[src/rtl/divider_unit.sv]
// Sequential 32-bit integer divider: DIV/DIVU/REM/REMU via radix-2 restoring division.
// Optional DIVIDER_EARLY_OUT_EN: divide-by-zero and signed overflow skip the iterative phase.
module divider_unit (
  input  logic        CLK,
  input  logic        nrst,
  input  logic [31:0] opA,
  input  logic [31:0] opB,
  input  logic        div_valid,
  input  logic [1:0]  div_op,
  output logic        div_running,
  output logic [31:0] DIVout
);

  typedef enum logic [1:0] {
    S_RESET    = 2'd0,
    S_WAIT     = 2'd1,
    S_DIVIDING = 2'd2,
    S_DONE     = 2'd3
  } state_t;

  state_t      div_state, state_d;
  logic [5:0]  cnt_q, cnt_d;
  logic [31:0] a_q, a_d;      // raw dividend, then magnitude / quotient shift register
  logic [31:0] b_q, b_d;      // raw divisor, then magnitude
  logic [31:0] rem_q, rem_d;
  logic [1:0]  op_q, op_d;
  logic        negq_q, negq_d;
  logic        negr_q, negr_d;
  logic [31:0] dout_q, dout_d;

  // one restoring step on the current partial remainder
  logic [32:0] rem_sh, diff;
  logic        fits;
  logic [31:0] step_quo, step_rem, quo_fix, rem_fix, result;
  logic        op_signed;

  always_comb begin
    rem_sh   = {rem_q, a_q[31]};
    diff     = rem_sh - {1'b0, b_q};
    fits     = ~diff[32];
    step_rem = fits ? diff[31:0] : rem_sh[31:0];
    step_quo = {a_q[30:0], fits};
    quo_fix  = negq_q ? (32'd0 - step_quo) : step_quo;
    rem_fix  = negr_q ? (32'd0 - step_rem) : step_rem;
    result   = op_q[1] ? rem_fix : quo_fix;
  end

  assign op_signed = ~op_q[0];

`ifdef DIVIDER_EARLY_OUT_EN
  logic        fast_zero, fast_ovf, fast_hit;
  logic [31:0] fast_res;

  always_comb begin
    fast_zero = (opB == 32'd0);
    fast_ovf  = ~div_op[0] && (opA == 32'h8000_0000) && (opB == 32'hFFFF_FFFF);
    fast_hit  = fast_zero | fast_ovf;
    if (fast_zero) fast_res = div_op[1] ? opA : 32'hFFFF_FFFF;
    else           fast_res = div_op[1] ? 32'd0 : 32'h8000_0000;
  end
`endif

  always_comb begin
    state_d = div_state;
    cnt_d   = cnt_q;
    a_d     = a_q;
    b_d     = b_q;
    rem_d   = rem_q;
    op_d    = op_q;
    negq_d  = negq_q;
    negr_d  = negr_q;
    dout_d  = dout_q;
    case (div_state)
      S_RESET: state_d = S_WAIT;
      S_WAIT: begin
        if (div_valid) begin
`ifdef DIVIDER_EARLY_OUT_EN
          if (fast_hit) begin
            dout_d  = fast_res;
            state_d = S_DONE;
          end else begin
            a_d     = opA;
            b_d     = opB;
            op_d    = div_op;
            cnt_d   = 6'd0;
            state_d = S_DIVIDING;
          end
`else
          a_d     = opA;
          b_d     = opB;
          op_d    = div_op;
          cnt_d   = 6'd0;
          state_d = S_DIVIDING;
`endif
        end
      end
      S_DIVIDING: begin
        if (cnt_q == 6'd0) begin
          // first cycle turns operands into magnitudes; the next 32 produce quotient bits
          a_d    = (op_signed && a_q[31]) ? (32'd0 - a_q) : a_q;
          b_d    = (op_signed && b_q[31]) ? (32'd0 - b_q) : b_q;
          rem_d  = 32'd0;
          negq_d = op_signed && (a_q[31] ^ b_q[31]) && (b_q != 32'd0);
          negr_d = op_signed && a_q[31];
          cnt_d  = 6'd1;
        end else begin
          a_d   = step_quo;
          rem_d = step_rem;
          cnt_d = cnt_q + 6'd1;
          if (cnt_q == 6'd32) begin
            dout_d  = result;
            state_d = S_DONE;
          end
        end
      end
      S_DONE:  state_d = S_WAIT;
      default: state_d = S_RESET;
    endcase
  end

  always_ff @(posedge CLK) begin
    if (!nrst) begin
      div_state <= S_RESET;
      cnt_q     <= 6'd0;
      a_q       <= 32'd0;
      b_q       <= 32'd0;
      rem_q     <= 32'd0;
      op_q      <= 2'd0;
      negq_q    <= 1'b0;
      negr_q    <= 1'b0;
      dout_q    <= 32'd0;
    end else begin
      div_state <= state_d;
      cnt_q     <= cnt_d;
      a_q       <= a_d;
      b_q       <= b_d;
      rem_q     <= rem_d;
      op_q      <= op_d;
      negq_q    <= negq_d;
      negr_q    <= negr_d;
      dout_q    <= dout_d;
    end
  end

  assign div_running = (div_state == S_DIVIDING) || ((div_state == S_WAIT) && div_valid);
  assign DIVout      = dout_q;

endmodule

[config.mk]
export PLATFORM = sky130hd
export DESIGN_NAME = divider_unit
export DESIGN_NICKNAME = d
export VERILOG_FILES = /design/src/rtl/divider_unit.sv
export SDC_FILE = /design/constraint.sdc
export NUM_CORES = 1
export LEC_CHECK = 0
export BUFFER_PORTS_ARGS = -buffer_cell sky130_fd_sc_hd__buf_4
export CAP_MARGIN = 5
export CORE_MARGIN = 8
export CORE_UTILIZATION = 52
export CTS_BUF_LIST = sky130_fd_sc_hd__clkbuf_16
export CTS_CLUSTER_SIZE = 24
export DETAILED_ROUTE_END_ITERATION = 10
export PLACE_DENSITY = 0.73
export SLEW_MARGIN = 20
export SYNTH_ARGS = -nofsm -noshare
export SYNTH_HDL_FRONTEND = slang
export SYNTH_SLANG_ARGS = --single-unit
[constraint.sdc]
create_clock -name CLK -period 11.1 [get_ports CLK]
set_input_delay 2.22 -clock CLK [delete_from_list [all_inputs] [get_ports CLK]]
set_output_delay 2.22 -clock CLK [all_outputs]
set_load 0.005 [all_outputs]
-- Word-level counts from Yosys, hierarchy flattened
Cells that the tools add are included.
- input bits: 69
- word-level logic and storage cells: 67
- output and inout port bits: 33
- register bits after elaboration: 140
- reduce and logical (&&, ||, !) cells: 18
- muxes and demuxes: 20
- bitwise operators: 4
- equality and inequality tests: 10
- add/sub/neg operators: 6
- operators with widths (kind ; count):
    $mux 32 ; 11
    $pmux 32 s2 ; 2
    $sub 1x32->32 const A ; 4
    $sub 33x32->33 ; 1
    $reduce_bool 32->1 ; 1
    $mux 6 ; 2
    $pmux 6 s2 ; 1
    $ne 2x2->1 const B ; 5
    $reduce_and 3->1 ; 3
    $add 6x1->6 const B ; 1
    $eq 6x6->1 const B ; 1
    $logic_not 6->1 ; 1
    $mux 2 ; 3
    $pmux 2 s3 ; 1
    $reduce_and 2->1 ; 3
    $logic_and 1x1->1 ; 5
    $eq 2x2->1 const B ; 2
    $reduce_and 4->1 ; 1
    $ne 3x3->1 const B ; 1
    $not 1->1 ; 3
    $eq 2x1->1 const B ; 1
    $logic_not 2->1 ; 1
    $reduce_bool 2->1 ; 1
    $reduce_or 2->1 ; 1
    other kinds (2) ; 2

-- Longest topological paths before layout
Gate-level depths: netlist of run 1.
- word-level depth: 5
- gate-level depth with buffers: 24
- depth with buffers taken out: 21

-- Least setup slack after synthesis of run 1
Ideal clock, no wire load.
- path type: reg2reg
- start point: register a_q[31]
- end point: register dout_q[18], in the netlist DIVout[18]
- required time: 10.983 ns
- cell stages (with the launch flop): 25
- setup slack: 5.998 ns
- library setup time: 0.117 ns
- period minus slack after synthesis: 5.102 ns
- path buffers: 3
- arrival time: 4.984 ns
- cell sequence: dfxtp_1 > inv_1 > ha_1 > fa_1 > and2b_1 > o2111ai_2 > a31o_4 > a21oi_2 > o21a_1 > nor2_4 > inv_2 > buf_2 > buf_2 > buf_2 > nor2_1 > a21oi_1 > ha_1 > o211ai_1 > a211o_1 > nor4_1 > nor2_1 > o41ai_1 > xnor2_1 > nand2_1 > a32o_1
- word-level cells in the longest chain between the ends: 5
- elaborated cells on any way between the ends: 8
- those cells by class: 3 x add/sub; 4 x mux; 1 x bitwise
- RTL lines (what ; RTL line ; RTL):
    start: declaration ; 23 ; logic [31:0] a_q, a_d;
    start signal: assignment ; 125 ; a_q <= 32'd0;
    start signal: assignment ; 135 ; a_q <= a_d;
    $sub 33x32->33 ; 39 ; diff = rem_sh - {1'b0, b_q};
    $mux 32 or $not 1->1 (tied branches) ; 41, 40 ;
    $sub 1x32->32 (on tied branches) ; 44, 43 ;
    $mux 32 (on tied branches) ; 44, 43 ;
    $mux 32 (*) ; 45 ; result = op_q[1] ? rem_fix : quo_fix;
    end signal: assignment ; 141 ; dout_q <= dout_d;
    end: declaration ; 29 ; logic [31:0] dout_q, dout_d;
Mark *: on every way between the ends. The rest lies on a longest branch, timed or not.
A chain may end at the register's enable or synchronous reset.

-- Final worst setup path of run 1
Same ends and word-level chain as after synthesis.

==> results.md, run 1 <==
* Nets at 1753
* CTS Root Cell: clkbuf_16
* CP max-delay cell: inv_2
* Overflow after GRT at 0
* Reg clk slew, reported paths at 0.07 ns
* 1st-iter DRT viols at 1448
* Max incr delay on CP at 0.52 ns
* Area grow syn2layout at 11.7%
* Synth warn at 0
* CP startpoint: a_q[31]$_SDFFE_PN0P_
* Seq. cell area at 2800 um2
* RSZ-0062 raised after global routing: false
* Initial core utilization at 0.527
* I/O Buffers at 101
* Setup violations, final at 0
* Simple-gate share of the synthesized area at 0.246
* Die Y at 164 um
* Post-CTS sizing at 0
* Arrival @ worst endpoint at 6.51 ns
* Asr flop ratio synth at 0
* Share of cells above drive strength 1 at 0.117
* CP endpoint kind: register
* Area of the multi-input gates at 7920 um2
* WL final at 39600 um
* DRC at 0
* Via density at 6.53
* Num rows at 54
* Largest net degree at the start of global routing at 91
* Routability cong. at 0.984
* Max Fclk at 161 MHz
* Crit Path Category: register to register
* Post-synth top area share at 0.245
* Layout Skew at 0.0198 ns
* Leading area contributor after synthesis: dfxtp_1
* # fillers at 2112
* CP Max Fanout at 39
* Slew @ Worst Pin at 1.15 ns
* Largest family of logic cells by synthesized area: compound AO/OA/AOI/OAI gates
* Crit path required time at 11.41 ns
* Ports at 102
* Htree depth at 4
* Worst skew pair latency at 0.44 ns
* Post-route antenna net violation count at 0
* Avg Synthesized Cell Area at 7.05 um2
* PwrDens at 287 nW/um2
* Bufs and invs on worst path at 2
* Final TNS setup at 0 ns
* Tcrit/Tclk final at 0.559
* WL per Instance at 20.5 um
* Mapped Cells at 1626
* RR Endpoint: DIVout[18]$_SDFFE_PN0P_
* Seq cells post-synth at 140
* Sequential area share after synthesis at 0.245
* Global Route Usage Sum at 0.288
* Global-route wire length before repair at 62900 um
* R2r worst-path depth at 21
* CTS buffer count at 17
* Core ar. at 21800 um2
* Worst reg2reg path startpoint: a_q[31]$_SDFFE_PN0P_
* CTS Buffer Depth at 2
* Post-CTS Setup Inserts at 0
* Commonest non-fill, non-tap cell in the layout: nor2_1
* Top Family by Delay on Critical Path: compound AO/OA/AOI/OAI gates
* Maxcap violations at 0
* Pre-CTS setup slack at 5.09 ns
* Number of flops mapped to enable cells by yosys at 0
* Synthesized Nets at 1737
* Top_reg_cell synth: dfxtp_1
* CTS sink cnt at 140
* Final min period at 6.20 ns
* Post-synthesis cell area at 11500 um2
* Synth Area in Compound Gates at 0.322
* Slew headroom at 0.229
* Routed vias at 12600
* Die area at 27000 um2
* Final hold vios at 0
* Status: finished clean
* Drt pass-1 iters at 7
* CTS tree: done
* XOR/XNOR Fraction of Synth Area at 0.0566
* Final worst setup slack at 4.90 ns
* Crit path depth at 21
* Multiplexer share of the synthesized area at 0.0183
* Adder-Cell Fraction of Synth Area at 0.0465
* Pins Over Slew Limit at 0
* Commonest non-fill, non-tap cells in the layout: nor2_1 (196), a21oi_1 (179), dfxtp_1 (139)
* Vias in the first global route at 11500
* Crit-path cells: inv_1, ha_1, fa_1, and2b_1, o2111ai_2, a31o_4, a21oi_2, o21a_1, nor2_4, inv_2, nor2_1, a21oi_1, ha_1, o211ai_1, a211o_1, nor4_1, nor2_1, o41ai_1, xnor2_1, nand2_1, a32o_1
* Worst Hold Class: register to register
* Detailed placer's ending HPWL at 28500 um
* Synth cell types at 92
* Synth top area cells: dfxtp_1 (24%), a21oi_1 (7.9%), nor2_1 (6.5%)
* Leak Pwr at 4.87 nW
* Initial antenna violation count at 0
* Worst Setup EP: DIVout[18]$_SDFFE_PN0P_
* Worst setup SP type: register
* Worst R2R Setup Slack at 4.90 ns
* Ant. Diodes at 0
* Max VDD drop at 0.000257 V
* Die X at 164 um
* CTS Hold Buffers Added at 0
[worst register-to-register path, stage by stage (launching register included)]
cell	delay (ns)
dfxtp_1	0.42
inv_1	0.11
ha_1	0.25
fa_1	0.42
and2b_1	0.28
o2111ai_2	0.21
a31o_4	0.34
a21oi_2	0.20
o21a_1	0.50
nor2_4	0.08
inv_2	0.52
nor2_1	0.09
a21oi_1	0.25
ha_1	0.29
o211ai_1	0.11
a211o_1	0.31
nor4_1	0.44
nor2_1	0.28
o41ai_1	0.50
xnor2_1	0.16
nand2_1	0.07
a32o_1	0.23
[kinds of logic after synthesis]
group	after synthesis
muxes	20
adders and majority gates	42
DFF	140
AOI/OAI and AO/OA	568
xor gates and xnor gates	74
and+or+nand+nor	593
buffers and inverters	189
[state kept, by name, summed over array words and instances (netlist names)]
| register | cells |
|---|---|
| negq_q | 1 |
| op_q | 2 |
| DIVout | 32 |
| negr_q | 1 |
| a_q | 32 |
| rem_q | 32 |
| b_q | 32 |
| cnt_q | 6 |
| div_state | 2 |
[synth_stat cells, drive strengths merged (16+ instances only)]
library cell and n:
nand2 135, nor2 200, nand3 48, dfxtp 140, o221ai 17, inv 68, ha 41, a31oi 21
buf 28, nor4 17, o211ai 20, o21ai 128, o31ai 16, a21oi 186, a22oi 29, nor3 68
and3 18, a211oi 22, xnor2 38, clkbuf 91, xor2 36, and2 22
[layer usage]
| layer | up-vias | routed length, um | GRT usage |
|---|---|---|---|
| met4 | 0 | 1340 | 0.109 |
| met1 | 5915 | 17500 | 0.407 |
| met5 | - | 0 | 0 |
| met2 | 621 | 17400 | 0.439 |
| li1 | 5981 | - | - |
| met3 | 111 | 3450 | 0.0389 |
[per-stage QoR]
| step | cells | instance area [um2] | utilization | total power (W) | hold slack (ns) |
|---|---|---|---|---|---|
| 2_1_floorplan | 1626 | 11500 | - | 0.00246 | 0.448 |
| 3_3_place_gp | 1903 | 12200 | 0.561 | 0.00299 | 0.443 |
| 3_5_place_dp | 1903 | 12200 | 0.561 | 0.00302 | 0.454 |
| 4_1_cts | 1935 | 12800 | 0.588 | 0.00362 | 0.462 |
| 5_1_grt | 1935 | 12800 | 0.588 | 0.00393 | 0.484 |
| 6_report | 1935 | 12800 | 0.588 | 0.00368 | 0.461 |
[final cells by class]
type                       instances  share of cell area
multi-input combinational       1297               0.619
sequential                       140               0.219
timing repair buffer             116              0.0681
clock buffer                      17              0.0332
tap                              280              0.0274
inverter                          70              0.0205
clock inverter                    15              0.0128
[power by group]
part | internal [W] | switching, W | total, W
logic | 0.000795 | 0.00155 | 0.00234
registers | 0.000592 | 0.000152 | 0.000744
clock network | 0.000335 | 0.000252 | 0.000587
[worst min path at each step]
stage                                       start                       to  slack, ns  cells after the start
after detailed placement   DIVout[1]$_SDFFE_PN0P_   DIVout[1]$_SDFFE_PN0P_       0.45                      2
after CTS                  DIVout[1]$_SDFFE_PN0P_   DIVout[1]$_SDFFE_PN0P_       0.46                      2
after floorplan           DIVout[10]$_SDFFE_PN0P_  DIVout[10]$_SDFFE_PN0P_       0.45                      2
after global routing       DIVout[7]$_SDFFE_PN0P_   DIVout[7]$_SDFFE_PN0P_       0.48                      2
after global placement     DIVout[0]$_SDFFE_PN0P_   DIVout[0]$_SDFFE_PN0P_       0.44                      2
final                      DIVout[0]$_SDFFE_PN0P_   DIVout[0]$_SDFFE_PN0P_       0.46                      2
No activity file was read; power rests on OpenSTA's default activity.
==> inputs of run 2 (changes only) <==
- ABC_AREA: unset -> 1
- PLACE_DENSITY: 0.73 -> 0.76
- clock period: 11.1 -> 5.15 ns (I/O delays scaled with it)
==> run 2 against run 1 <==
Clock skew increased by 0.0017 ns. Register-to-register slack got worse by 3.9 ns. Global-route usage increased by 1.9 points. Combinational power increased to 3.0 times the previous value. Via count increased by 12%.
==> results.md, run 2 <==
* Status: finished clean
* CTS buffer count at 17 (unchanged)
* Max VDD drop at 0.000430 V (+67%)
* Commonest non-fill, non-tap cells in the layout: nand2_1 (595), inv_1 (279), nor2_1 (236)
* Die X at 170 um (+3.3%)
* 1st-iter DRT viols at 1733 (+20%)
* Setup violations, final at 0 (unchanged)
* Vias in the first global route at 12900 (+12%)
* Comb pwr share at 0.706 (+0.068)
* Via density at 5.66 (-13%)
* P_sw at 0.00594 W (+200%)
* Synth top area cells: dfxtp_1 (23%), nand2_1 (18%), inv_1 (8.5%)
* Synth cell types at 52 (-43%)
* Core ar. at 23300 um2 (+7.2%)
* Area of the multi-input gates at 8010 um2 (+1.1%)
* Ant. Diodes at 0 (unchanged)
* Worst setup SP type: register
* Slew headroom at 0.289 (+0.0601)
* Worst R2R Setup Slack at 1.01 ns (-3.89 ns)
* Drt pass-1 iters at 6 (-1)
* Area grow syn2layout at 11.8% (about the same)
* Die area at 28900 um2 (+6.8%)
* Reg clk slew, reported paths at 0.08 ns (about the same)
* Worst reg2reg path startpoint: a_q[31]$_SDFFE_PN0P_
* Routed vias at 14200 (+12%)
* Number of flops mapped to enable cells by yosys at 0 (unchanged)
* CTS sink cnt at 140 (unchanged)
* Placed insts at 2477 (+30%)
* Synthesized Nets at 2245 (+29%)
* Initial core utilization at 0.528 (+0.00125)
* R2r worst-path depth at 25 (+19%)
* Detailed placer's ending HPWL at 34500 um (+21%)
* Initial antenna violation count at 0 (unchanged)
* CTS tree: done
* Sw Ratio at 0.592 (+0.0610)
* Worst skew pair latency at 0.44 ns (about the same)
* Post-synthesis cell area at 12300 um2 (+7.5%)
* CP Max Fanout at 50 (+28%)
* Leading area contributor after synthesis: dfxtp_1
* CTS Buffer Depth at 2 (unchanged)
* RSZ-0062 raised after global routing: false
* RR Endpoint: DIVout[30]$_SDFFE_PN0P_
* Clock power share at 0.129 (-0.031)
* Leak Pwr at 6.96 nW (+43%)
* Post-CTS sizing at 0 (unchanged)
* Seq. cell area at 2800 um2 (about the same)
* Commonest non-fill, non-tap cell in the layout: nand2_1
* CP startpoint: a_q[31]$_SDFFE_PN0P_
* Asr flop ratio synth at 0 (unchanged)
* Crit path depth at 25 (+19%)
* Overflow after GRT at 0 (unchanged)
* Post-CTS Setup Inserts at 0 (unchanged)
* Crit Path Category: register to register
* Max incr delay on CP at 0.45 ns (-0.07 ns)
* CTS Hold Buffers Added at 0 (unchanged)
* Top Family by Delay on Critical Path: simple AND/OR/NAND/NOR gates
* Mapped Cells at 2134 (+31%)
* Global Route Usage Sum at 0.307 (+0.0188)
* Crit path required time at 5.51 ns (-5.90 ns)
* Max Fclk at 241 MHz (+50%)
* Worst Setup EP: DIVout[30]$_SDFFE_PN0P_
* Post-route antenna net violation count at 0 (unchanged)
* Synth warn at 0 (unchanged)
* Pins Over Slew Limit at 0 (unchanged)
* DRC at 0 (unchanged)
* Arrival @ worst endpoint at 4.51 ns (-2.00 ns)
* CP max-delay cell: nand2_4
* Final Instance Count excl. Fillers at 2509 (+30%)
* Die Y at 170 um (+3.3%)
* Reg power frac at 0.166 (-0.037)
* Sequential area share after synthesis at 0.228 (-0.0171)
* Tcrit/Tclk final at 0.805 (+0.246)
* PwrDens at 729 nW/um2 (+150%)
* Seq cells post-synth at 140 (unchanged)
* Global-route wire length before repair at 70400 um (+12%)
* CP endpoint kind: register
* Maxcap violations at 0 (unchanged)
* CTS Root Cell: clkbuf_16
* Bufs and invs on worst path at 4 (+2)
* Internal at 0.00409 W (+140%)
* Htree depth at 4 (unchanged)
* Worst Hold Class: register to register
* # fillers at 2406 (+14%)
* Synth top cells by count: nand2_1 (595), inv_1 (280), nor2_1 (238)
* Largest net degree at the start of global routing at 101 (+11%)
* Most instantiated library cell after synthesis: nand2_1
* Ports at 102 (unchanged)
* Num rows at 56 (+3.7%)
* Routability cong. at 1.01 (+3.1%)
* Final hold vios at 0 (unchanged)
* Fin area at 13800 um2 (+7.6%)
* Share of cells above drive strength 1 at 0.0936 (-0.0236)
* Hold_ws at 0.494 ns (+0.0331 ns)
* Nets at 2288 (+31%)
* WL final at 44700 um (+13%)
* Post-DP Area at 13200 um2 (+7.8%)
* I/O Buffers at 101 (unchanged)
* Total power draw at 0.0100 W (+170%)
* Post-synth top area share at 0.228 (-0.0171)
* Avg Synthesized Cell Area at 5.77 um2 (-18%)
* Layout Skew at 0.0216 ns (+0.00174 ns)
* WL per Instance at 17.8 um (-13%)
* Final min period at 4.14 ns (-2.06 ns)
* Final TNS setup at 0 ns (unchanged)
* Slew @ Worst Pin at 1.07 ns (-0.0886 ns)
* Top_reg_cell synth: dfxtp_1
run 2: changes by cell type after synthesis, moves of 22 or more:
cell | before | now
o21ai_0 | 116 | 154
nor3_1 | 66 | 22
nand2_2 | 0 | 22
nand3_1 | 48 | 130
xnor2_1 | 38 | 10
nor2_1 | 198 | 238
clkbuf_1 | 90 | 67
a22oi_1 | 29 | 1
nand2_1 | 135 | 595
inv_1 | 66 | 280
run 2: worst min path at each step:
| stage | startpoint | endpoint | cells past startpoint |
|---|---|---|---|
| after floorplan | rem_q[1]$_SDFFE_PN0P_ | rem_q[1]$_SDFFE_PN0P_ | 2 |
| after global placement | b_q[21]$_SDFFE_PN0P_ | b_q[21]$_SDFFE_PN0P_ | 2 |
| after detailed placement | rem_q[0]$_SDFFE_PN0P_ | rem_q[0]$_SDFFE_PN0P_ | 2 |
| after CTS | rem_q[0]$_SDFFE_PN0P_ | rem_q[0]$_SDFFE_PN0P_ | 2 |
| after global routing | cnt_q[1]$_SDFFE_PN0P_ | cnt_q[1]$_SDFFE_PN0P_ | 2 |
| final | cnt_q[0]$_SDFFE_PN0P_ | cnt_q[0]$_SDFFE_PN0P_ | 2 |
run 2: routing by layer:
layer	share of wire	GRT usage	wire, um	vias to the layer above
met5	0	0	0	-
met3	0.083	0.0621	3720	76
li1	-	-	-	7011
met1	0.45	0.421	20000	6479
met4	0.034	0.108	1500	0
met2	0.44	0.471	19500	636
run 2: layout make-up:
type / count / share of cell area
inverters: 292 / 0.0796
flip-flops and latches: 140 / 0.204
multi-input cells: 1613 / 0.582
well taps: 319 / 0.0290
repair buffers: 113 / 0.0616
clock inverters: 15 / 0.0137
clock buffers: 17 / 0.0309
run 2: cells by family (layout without fill, tap and decap cells):
group                      count (synthesis)  in the layout  share of synthesized area
and+or+nand+nor                         1068           1068                      0.366
adders and majority gates                 42             42                     0.0433
AOI/OAI and AO/OA                        458            458                      0.208
DFF                                      140            140                      0.228
buffers and inverters                    381            437                      0.123
xor gates and xnor gates                  45             45                     0.0320
run 2: power by group through the flow:
stage               registers, W  logic (W)  clock network (W)
floorplan                0.00153    0.00526                  0
global placement         0.00167    0.00684                  0
detailed placement       0.00167    0.00685                  0
CTS                      0.00165    0.00691            0.00130
global route             0.00170    0.00790            0.00134
finish                   0.00166    0.00708            0.00129
run 2: worst reg2reg max path, cell delays in order, from the launching register on:
cell and delay (ns):
dfxtp_1 0.36, inv_1 0.10, ha_1 0.25, fa_1 0.41, inv_1 0.11, nand2_1 0.05
nand2_1 0.07, nand3_1 0.07, nand2_1 0.13, nand2_1 0.08, nand2_2 0.11, nand2_4 0.09
nand2_4 0.08, nand2_4 0.09, nand2_4 0.45, ha_1 0.27, inv_1 0.06, nor2_1 0.20
inv_1 0.11, nor2_1 0.19, nor2_1 0.10, a21oi_1 0.18, o21ai_0 0.10, a21oi_1 0.21
nor2_1 0.06, a21oi_1 0.17
run 2: through the flow:
step	util	worst slack, ns
after floorplan	-	1.86
after global placement	0.564	1.19
after detailed placement	0.564	1.10
after CTS	0.590	1.06
after global routing	0.590	0.615
final	0.590	1.01
==> inputs of run 3 (changes only) <==
- PLACE_DENSITY: 0.76 -> 0.73
- clock period: 5.15 -> 3.9 ns (I/O delays scaled with it)
==> run 3 against run 2 <==
Register-to-register slack worse by 0.79 ns. Worst hold slack better by 0.0016 ns. Flip-flop and latch count unchanged. Clock power up 31%. Die area unchanged. Combinational power up 35%. Critical path type unchanged. Critical endpoint is now DIVout[17]$_SDFFE_PN0P_. Highest routed layer unchanged.
==> results.md, run 3 (synthesized netlist as in run 2, its figures left out) <==
* RR Endpoint: DIVout[17]$_SDFFE_PN0P_
* WL final at 45400 um (+1.5%)
* CTS sink cnt at 140 (unchanged)
* Worst setup SP type: register
* Worst Hold Class: register to register
* Post-route antenna net violation count at 0 (unchanged)
* PwrDens at 967 nW/um2 (+33%)
* Setup violations, final at 0 (unchanged)
* CTS Buffer Depth at 2 (unchanged)
* Slew headroom at 0.295 (+0.00562)
* Routability cong. at 0.967 (-4.6%)
* Initial core utilization at 0.528 (unchanged)
* Initial antenna violation count at 1 (+1)
* Tcrit/Tclk final at 0.944 (+0.139)
* Final core utilization at 0.598 (+0.00767)
* 1st-iter DRT viols at 1566 (-9.6%)
* Final hold vios at 0 (unchanged)
* Worst skew pair latency at 0.44 ns (about the same)
* Reg clk slew, reported paths at 0.08 ns (about the same)
* Comb pwr share at 0.710 (+0.004)
* Slew @ Worst Pin at 1.06 ns (-0.00843 ns)
* WL per Instance at 18.0 um (+0.77%)
* Max incr delay on CP at 0.41 ns (-0.04 ns)
* Ant. Diodes at 0 (unchanged)
* Global-route wire length before repair at 71000 um (+0.76%)
* Sw Ratio at 0.591 (-0.00189)
* Max Fclk at 272 MHz (+13%)
* Max VDD drop at 0.000455 V (+5.8%)
* Arrival @ worst endpoint at 4.05 ns (-0.46 ns)
* Die X at 170 um (unchanged)
* Die Y at 170 um (unchanged)
* Htree depth at 4 (unchanged)
* Detailed placer's ending HPWL at 35100 um (+1.7%)
* Final worst setup slack at 0.219 ns (-0.788 ns)
* Die area at 28900 um2 (unchanged)
* Global Route Usage Sum at 0.309 (+0.00157)
* Via density at 5.67 (about the same)
* Clock power share at 0.125 (-0.004)
* Crit Path Category: register to register
* Placed insts at 2492 (+0.61%)
* Maxcap violations at 0 (unchanged)
* Vias in the first global route at 12800 (-0.38%)
* Hold Path Cell Cnt at 2 (unchanged)
* Pre-CTS setup slack at 0.180 ns (-0.920 ns)
* Leak Pwr at 7.05 nW (+1.3%)
* Largest net degree at the start of global routing at 101 (unchanged)
* I/O Buffers at 101 (unchanged)
* Top cell by count, worst path: nand2_1
* Core ar. at 23300 um2 (unchanged)
* CP endpoint kind: register
* Crit path required time at 4.27 ns (-1.24 ns)
* # fillers at 2435 (+1.2%)
* Worst R2R Setup Slack at 0.22 ns (-0.79 ns)
* R2r worst-path depth at 25 (unchanged)
* Nets at 2305 (+0.74%)
* P_sw at 0.00796 W (+34%)
* CTS buffer count at 17 (unchanged)
* CP startpoint: a_q[31]$_SDFFE_PN0P_
* CTS tree: done
* Final min period at 3.68 ns (-0.462 ns)
* Share of cells above drive strength 1 at 0.105 (+0.0115)
* Routed vias at 14300 (+0.77%)
* Commonest non-fill, non-tap cell in the layout: nand2_1
* Pins Over Slew Limit at 0 (unchanged)
* Layout Skew at 0.0201 ns (-0.00146 ns)
* CP max-delay cell: fa_1
* Worst reg2reg path startpoint: a_q[31]$_SDFFE_PN0P_
* Endpoint, Worst Hold: rem_q[0]$_SDFFE_PN0P_
* Overflow after GRT at 0 (unchanged)
* Internal at 0.00552 W (+35%)
* Worst hold start: rem_q[0]$_SDFFE_PN0P_
* Final Instance Count excl. Fillers at 2526 (+0.68%)
* DRC at 0 (unchanged)
* Area grow syn2layout at 13.2%
* Reg power frac at 0.165 (about the same)
* Ports at 102 (unchanged)
* CTS Root Cell: clkbuf_16
* CP Max Fanout at 44 (-12%)
* Status: finished clean
* Num rows at 56 (unchanged)
* Commonest non-fill, non-tap cells in the layout: nand2_1 (594), inv_1 (279), nor2_1 (231)
* Drt pass-1 iters at 6 (unchanged)
## run 3: changes by cell type in the layout (fill, tap and decap cells not counted), sizes merged
cell,previous run,this run
buf,113,130
clkinv,13,10
clkinvlp,0,2
inv,294,295
## run 3: how the worst max path moves through the flow
stage	end	slack, ns	depth (start not counted)
finish	DIVout[17]$_SDFFE_PN0P_	0.22	25
floorplan	DIVout[24]$_SDFFE_PN0P_	0.61	27
global route	DIVout[26]$_SDFFE_PN0P_	-0.003	25
CTS	DIVout[30]$_SDFFE_PN0P_	0.18	25
detailed placement	DIVout[30]$_SDFFE_PN0P_	0.18	25
global placement	DIVout[30]$_SDFFE_PN0P_	0.31	23
## run 3: cell type report
class | instances | area [um2] | share of cell area
clock buffer | 17 | 425 | 0.0305
clock inverter | 15 | 169 | 0.0121
inverter | 292 | 1100 | 0.0787
multi-input combinational | 1613 | 8050 | 0.577
sequential | 140 | 2800 | 0.201
tap | 319 | 399 | 0.0286
timing repair buffer | 130 | 1000 | 0.0718
## run 3: power by group through the flow
stage               combinational [W]  sequential [W]  clock [W]
floorplan                     0.00695         0.00202          0
global placement              0.00914         0.00222          0
detailed placement            0.00918         0.00223          0
CTS                           0.00925         0.00220    0.00169
global route                   0.0106         0.00228    0.00176
finish                        0.00957         0.00223    0.00169
## run 3: per-layer routing
| layer | vias up | wire, um | GRT usage |
|---|---|---|---|
| met2 | 581 | 20600 | 0.503 |
| li1 | 7057 | - | - |
| met3 | 47 | 3950 | 0.0512 |
| met5 | - | 0 | 0 |
| met4 | 0 | 850 | 0.0812 |
| met1 | 6627 | 20000 | 0.417 |
## run 3: critical path, delay by kind of cell, from the launching register on
family / cells / cell delay, ns
flops: 1 / 0.33
compound gates: 2 / 0.45
buf+inv: 4 / 0.51
simple gates: 17 / 1.66
fa+ha+maj: 2 / 0.66
## run 3: metrics by stage
step	total power [W]	hold WS (ns)	area, um2	setup TNS, ns
final	0.0135	0.495	13900	0
after global routing	0.0146	0.514	13900	-0.00252
after CTS	0.0131	0.492	13900	0
after detailed placement	0.0114	0.482	13300	0
after global placement	0.0114	0.472	13300	0
after floorplan	0.00897	0.457	12300	0
## run 3: what timing repair did
| item | 4_1_cts | 5_1_grt |
|---|---|---|
| hold buffers | 0 | 0 |
| buffers inserted | 0 | 2 |
| endpoints found under the setup margin | 0 | 13 |
| resized for setup | 0 | 13 |
